--- src/rtl/event_blinker_if.sv ---
// event_blinker_if: event strobe in, blink/queue status out for one LED indicator
// Signals: trig (event strobe), led (blink output), busy (blink in progress),
//          pending (queued events), dropped (event lost on full queue)
interface event_blinker_if #(parameter int PEND_W = 3);
   logic              trig;
   logic              led;
   logic              busy;
   logic [PEND_W-1:0] pending;
   logic              dropped;
   modport master (output trig, input led, busy, pending, dropped);
   modport slave (input trig, output led, busy, pending, dropped);
endinterface

--- src/rtl/event_blinker.sv ---
// event_blinker: turns one-cycle event strobes into LED blinks with minimum on/off times
// Ports: clk (clock), rst (async active-low reset),
//        bus (slave: trig in; led, busy, pending, dropped out)
module event_blinker #(
   parameter int ON_CYCLES  = 5_000_000,
   parameter int OFF_CYCLES = 5_000_000,
   parameter int PEND_W     = 3
) (
   input logic           clk,
   input logic           rst,
   event_blinker_if.slave bus
);
   localparam int CW = $clog2((ON_CYCLES > OFF_CYCLES ? ON_CYCLES : OFF_CYCLES) + 1);
   localparam logic [CW-1:0] ON_LD = CW'(ON_CYCLES - 1);
   localparam logic [CW-1:0] OFF_LD = CW'(OFF_CYCLES - 1);
   localparam logic [PEND_W-1:0] PMAX = '1;
   typedef enum logic [1:0] {IDLE, ON, OFF} state_t;
   state_t            state, state_d;
   logic [CW-1:0]     cnt, cnt_d;
   logic [PEND_W-1:0] pend, pend_d;
   logic              led_q, busy_q, drop_q;
   logic              led_d, busy_d, drop_d;
   logic              done, exit_off, inc;
   assign done = cnt == '0;
   assign exit_off = state == OFF && done;
   // a trig on the OFF exit edge is never queued: it either starts the next
   // blink directly or cancels against the pending decrement
   assign inc = bus.trig && state != IDLE && !exit_off;
   always_ff @(posedge clk or negedge rst) begin
      if (!rst) begin
         state  <= IDLE;
         cnt    <= '0;
         pend   <= '0;
         led_q  <= 1'b0;
         busy_q <= 1'b0;
         drop_q <= 1'b0;
      end else begin
         state  <= state_d;
         cnt    <= cnt_d;
         pend   <= pend_d;
         led_q  <= led_d;
         busy_q <= busy_d;
         drop_q <= drop_d;
      end
   end
   always_comb begin
      state_d = state;
      cnt_d = cnt;
      case (state)
         IDLE: begin
            state_d = bus.trig ? ON : IDLE;
            cnt_d = bus.trig ? ON_LD : cnt;
         end
         ON: begin
            state_d = done ? OFF : ON;
            cnt_d = done ? OFF_LD : cnt - 1'b1;
         end
         OFF: begin
            state_d = !done ? OFF : (pend != '0 || bus.trig) ? ON : IDLE;
            cnt_d = !done ? cnt - 1'b1 : ON_LD;
         end
         default: state_d = IDLE;
      endcase
      pend_d = (exit_off && pend != '0 && !bus.trig) ? pend - 1'b1 :
               (inc && pend != PMAX) ? pend + 1'b1 : pend;
   end
   always_comb begin
      led_d = state_d == ON;
      busy_d = state_d != IDLE;
      drop_d = inc && pend == PMAX;
   end
   assign bus.led = led_q;
   assign bus.busy = busy_q;
   assign bus.pending = pend;
   assign bus.dropped = drop_q;
endmodule

--- src/flat_wrapper.sv ---
// flat-port wrapper written by rule: the top's interface ports become plain ports
module event_blinker_flat 
#(
   parameter int ON_CYCLES  = 5_000_000,
   parameter int OFF_CYCLES = 5_000_000,
   parameter int PEND_W     = 3
)
  (clk, rst, bus_trig, bus_led, bus_busy, bus_pending, bus_dropped);
  event_blinker_if #(.PEND_W(PEND_W)) bus_i ();
  input logic clk;
  input logic rst;
  input wire logic [$bits(bus_i.trig)-1:0] bus_trig;
  output wire logic [$bits(bus_i.led)-1:0] bus_led;
  output wire logic [$bits(bus_i.busy)-1:0] bus_busy;
  output wire logic [$bits(bus_i.pending)-1:0] bus_pending;
  output wire logic [$bits(bus_i.dropped)-1:0] bus_dropped;
  assign bus_i.trig = bus_trig;
  assign bus_led = bus_i.led;
  assign bus_busy = bus_i.busy;
  assign bus_pending = bus_i.pending;
  assign bus_dropped = bus_i.dropped;
  event_blinker #(.ON_CYCLES(ON_CYCLES), .OFF_CYCLES(OFF_CYCLES), .PEND_W(PEND_W)) u_core (.clk(clk), .rst(rst), .bus(bus_i));
endmodule
--- config.mk ---
export PLATFORM = sky130hd
export DESIGN_NAME = event_blinker_flat
export DESIGN_NICKNAME = d
export VERILOG_FILES = /design/src/rtl/event_blinker_if.sv /design/src/rtl/event_blinker.sv /design/src/flat_wrapper.sv
export SDC_FILE = /design/constraint.sdc
export NUM_CORES = 1
export LEC_CHECK = 0
export ABC_AREA = 1
export CAP_MARGIN = 20
export CORE_ASPECT_RATIO = 0.9
export CORE_MARGIN = 8
export CORE_UTILIZATION = 59
export DETAILED_ROUTE_END_ITERATION = 16
export GPL_ROUTABILITY_DRIVEN = 0
export PLACE_DENSITY = 0.78
export SYNTH_ARGS = -nofsm -noshare
export SYNTH_HDL_FRONTEND = slang
export SYNTH_SLANG_ARGS = --single-unit
--- constraint.sdc ---
create_clock -name clk -period 2.5 [get_ports clk]
set_input_delay 0.25 -clock clk [delete_from_list [all_inputs] [get_ports clk]]
set_output_delay 0.25 -clock clk [all_outputs]
set_load 0.1 [all_outputs]
Yosys cells after proc, flatten, opt, wreduce, memory -nomap -nowiden:

Index checks and enable logic that the tools add are counted.

* register bits after elaboration: 31
* input port bits: 3

* $add $sub $neg: 3
* muxes and demuxes: 10
* reductions and logical operators: 19
* eq/ne operators: 6

Operators by type and width (count)
* $mux 23: 2
* $pmux 23 s2: 1
* $logic_not 23->1: 1
* $sub 23x1->23 const B: 1
* $reduce_bool 2->1: 4
* $logic_and 1x1->1: 7
* $mux 3: 2
* $pmux 2 s3: 1
* $eq 2x1->1 const B: 2
* $mux 2: 2
* $add 3x1->3 const B: 1
* $eq 3x3->1 const B: 1
* $ne 3x3->1 const B: 1
* $reduce_bool 3->1: 1
* $sub 3x1->3 const B: 1
* $eq 2x2->1 const B: 1
* $logic_not 1->1: 2
* $logic_not 2->1: 1
* $mux 1: 2
* $ne 2x2->1 const B: 1
* $reduce_and 2->1: 1
* $reduce_or 2->1: 1
* $logic_or 1x1->1: 1

Longest topological paths before layout:

Gate-level depths: netlist of run 1.

* depth in word-level cells: 7
* gate-level depth with buffers: 14
* depth with buffers taken out: 14

Worst setup path before layout of run 1:

No wires, ideal clock.

* path type: register to register
* start point: register u_core.pend[0], in the netlist u_core.bus.pending[0]
* end point: register u_core.pend[2], in the netlist u_core.bus.pending[2]
* setup slack: 0.248 ns
* arrival time: 2.131 ns
* stages on the path, launching flop included: 11
* path through: dfrtp_1 -> nor3_1 -> nor2_1 -> nand3_4 -> fa_1 -> inv_1 -> nand2_1 -> inv_1 -> nand2_1 -> nand3_1 -> nand2_1

* cells in the longest elaborated chain, start to end: 4

RTL lines
* start, declared: RTL line event_blinker.sv:20 `logic [PEND_W-1:0] pend, pend_d;`
* start signal, assigned: RTL line event_blinker.sv:40 `pend <= pend_d;`
* parallel branches: the longest is 4 deep, another holds $add 3x1->3

Parallel ways; which one is timed is not known. The select of a mux whose other input is x is not followed.
A chain may end at the register's enable or synchronous reset.

Final worst setup path of run 1:

* start point: register u_core.cnt[0]
* end point: register u_core.pend[2], in the netlist u_core.bus.pending[2]

* cells in the longest elaborated chain, start to end: 6

RTL lines
* start, declared: RTL line event_blinker.sv:19 `logic [CW-1:0] cnt, cnt_d;`
* start signal, assigned: RTL line event_blinker.sv:39 `cnt <= cnt_d;`
* $logic_not 23->1 *: RTL line event_blinker.sv:24 `assign done = cnt == '0;`
* $logic_and 1x1->1 *: RTL line event_blinker.sv:25 `assign exit_off = state == OFF && done;`
* $logic_not 1->1: RTL line event_blinker.sv:28 `assign inc = bus.trig && state != IDLE && !exit_off;`
* $logic_and 1x1->1: RTL line event_blinker.sv:28
* $logic_and 1x1->1: RTL line event_blinker.sv:65 `(inc && pend != PMAX) ? pend + 1'b1 : pend;`
* $reduce_bool 2->1 (no line)

Mark *: on every way between the ends. The rest lies on a longest branch, timed or not.

==> metrics.txt, run 1 <==
largest cells by area after synthesis dfrtp_1, inv_1, nand2_1; Crit Path Category reg2reg; Slew @ Worst Pin 0.358 ns; VDD IR-drop max 538 uV; Worst R2R Path Depth 13; # clock sinks 31; Net Switching 693 uW; Total GRT Usage 16.2%; die area 5290 sq um; simple-gate share of the synthesized area 33.5%; GR Overflow Total 0; Mapped Area 1900 sq um; wire per inst 12.5 um; Die H 69.8 um; final setup fails 0; Yosys top cell area share 40.8%; Distinct cells, synth 40; most frequent CP cell nand2_1; Slew Viols, Final 0; Top delay family on crit path simple AND/OR/NAND/NOR gates; Synth Register Bits 31; Compound-Gate Fraction of Synth Area 9.29%; number of CTS-inserted buffers 5; Slew HR 75.8%; adder-cell area share of the yosys netlist 4.35%; vias in the first global route 1521; initial antenna violation count 0; asr flop ratio synth 100%; Setup crit end kind flop; post-synth top area cell dfrtp_1; CTS tree built; number of H-tree levels 2; drt pass-1 iters 4; post-synthesis xor/xnor area fraction 2.77%; WL met2 1620 um; total of max-cap violations 0; Total Wirelength 3560 um; Layout Nets 250; Detailed Place HPWL 2710 um; final setup TNS 0 ns; sequential share of the synthesized area 40.8%; RSZ-0062 raised after global routing false; first-pass GRT wire length 6690 um; count leader, synth inv_1; Internal Dissipation 862 uW; CTS Hold Bufs 0; Clk pwr share 17.7%; routed vias/inst 5.17; Worst-Skew Late Latency 0.34 ns; Layout area overhead 8.83%; crit path time final 2.19 ns; 1st-iter DRT viols 97; row count 19; CP max stage cell dfrtp_1; via count 1467; crit start category flop; sequential power share 42.8%; Clock Skew 0.00877 ns; Bufs on Longest Clock Path 2; Final Core Density 67.4%; multiplexer share of the synthesized area 0%; Crit path buffers/inverters 2; Post-Syn Instances 226; largest net degree at the start of global routing 32; core region area 3070 sq um; synthesized net count 235; Data required, critical path 2.78 ns; highest metal used met4; ANT cells 0; commonest cells in the netlist inv_1, dfrtp_1, nand2_1; DRC viols 0; met3 routed WL 101 um; prevailing post-synth register cell dfrtp_1; yosys warns 0; clock-pin transition on the worst setup and hold timing paths 0.10 ns; slowest stage delay, CP 0.40 ns; Max FO, Critical Path 6; Worst R2R End u_core.bus.pending[2]; port bufs 8; CP arrival 2.47 ns; hold crit path type in2async; sw frac 44.6%; syn_area_per_cell 8.40 sq um; R2R Setup Slk 0.31 ns; Leak 0.00102 uW; period utilisation layout 87.8%; Antenna Nets Post-Route 0; largest family of logic cells by synthesized area simple AND/OR/NAND/NOR gates; Root Buffer clkbuf_4; I/O pin count 9; r2r startpoint u_core.cnt[0]; Power Density 753 nW/um^2; Comb pwr share 39.5%; CP Cell Sequence inv_1, ha_1, nand2_2, nor2_8, nand2_4, nor2_8, nand3_4, fa_1, inv_1, nand2_1, o21ai_0, nand2_1, nand2_1; Final Hold Fails 0; Initial Utilization 61.9%; share of cells above drive strength 1 19.8%; fmax 456 MHz; M1 wire length 1770 um; status finished, final reports clean; Post-synth EDFFs 0; die width 75.8 um
what timing repair did:
item                                    CTS  global route
buffers inserted                          0             0
gates resized for setup                   0             1
endpoints found under the setup margin    0             3
cells in the final DEF, fill, tap and decap left out, types with 7 or more instances in the layout:
cell type | synthesis | layout
inv_1 | 37 | 37
nand2_1 | 28 | 28
nor2_1 | 24 | 24
o21ai_0 | 8 | 8
nor3_1 | 11 | 11
nand4_1 | 7 | 7
buf_4 | 1 | 8
nand3_1 | 11 | 11
dfrtp_1 | 31 | 31
final cells by class:
type                            instances  area [sq um]
Multi-Input combinational cell        151           951
Fill cell                             245          1000
Tap cell                               42          52.6
Timing Repair Buffer                   10          80.1
Clock inverter                          1          5.00
Inverter                               42           158
Sequential cell                        31           776
Clock buffer                            7          45.0
stage by stage:
| step | worst slack, ns | cell area [sq um] | total power (uW) | hold WS [ns] | std cells |
|---|---|---|---|---|---|
| 2_1_floorplan | 0.248 | 1900 | 1160 | -0.0456 | 226 |
| 3_3_place_gp | 0.357 | 2010 | 1280 | 0.468 | 276 |
| 3_5_place_dp | 0.218 | 2010 | 1290 | 0.467 | 276 |
| 4_1_cts | 0.202 | 2060 | 1570 | 0.295 | 284 |
| 5_1_grt | 0.0724 | 2070 | 1670 | 0.313 | 284 |
| 6_report | 0.306 | 2070 | 1560 | 0.290 | 284 |
power groups by stage:
stage | Combinational, uW | Clock (uW) | Sequential (uW)
4_1_cts | 619 | 287 | 667
6_report | 614 | 275 | 667
3_3_place_gp | 608 | 0 | 676
3_5_place_dp | 617 | 0 | 677
2_1_floorplan | 281 | 0 | 880
5_1_grt | 682 | 307 | 682
worst max-delay path by stage:
stage	startpoint	depth (start not counted)	slack [ns]	endpoint
5_1_grt	u_core.cnt[0]	13	0.07	u_core.bus.pending[2]
4_1_cts	u_core.state[0]	9	0.20	u_core.cnt[21]
2_1_floorplan	u_core.bus.pending[0]	10	0.25	u_core.bus.pending[2]
6_report	u_core.cnt[0]	13	0.31	u_core.bus.pending[2]
3_3_place_gp	u_core.state[0]	9	0.36	u_core.cnt[21]
3_5_place_dp	u_core.state[0]	9	0.22	u_core.cnt[21]
flip-flops by register name, summed over array words and instances, names as in the netlist:
register	count
u_core.state	2
u_core.bus.busy	1
u_core.bus.dropped	1
u_core.bus.pending	3
u_core.cnt	23
u_core.bus.led	1
layer usage:
layer	GRT usage, %	vias up
li1	-	760
met1	21.1	681
met2	24.0	19
met3	3.90	7
met4	7.46	0
met5	0	-
worst register-to-register path, delay by kind of cell, from the launching register on:
family,cells,cell delay (ns)
AND/OR/NAND/NOR,8,0.82
AO/OA/AOI/OAI,1,0.16
buffers and inverters,2,0.14
flip-flops,1,0.40
adder cells (fa/ha/maj),2,0.63
cell families after synthesis:
family                   after synthesis
AO/OA/AOI/OAI                         28
XOR/XNOR                               6
adder cells (fa/ha/maj)                6
buffers and inverters                 44
flip-flops                            31
AND/OR/NAND/NOR                      111
No activity file was read; power rests on OpenSTA's default activity.
==> run 2: changes to the inputs <==
GPL_TIMING_DRIVEN = 1   (was not set)
==> results of run 2 <==
The final DEF is identical to that of run 1; final timing and power are the same.
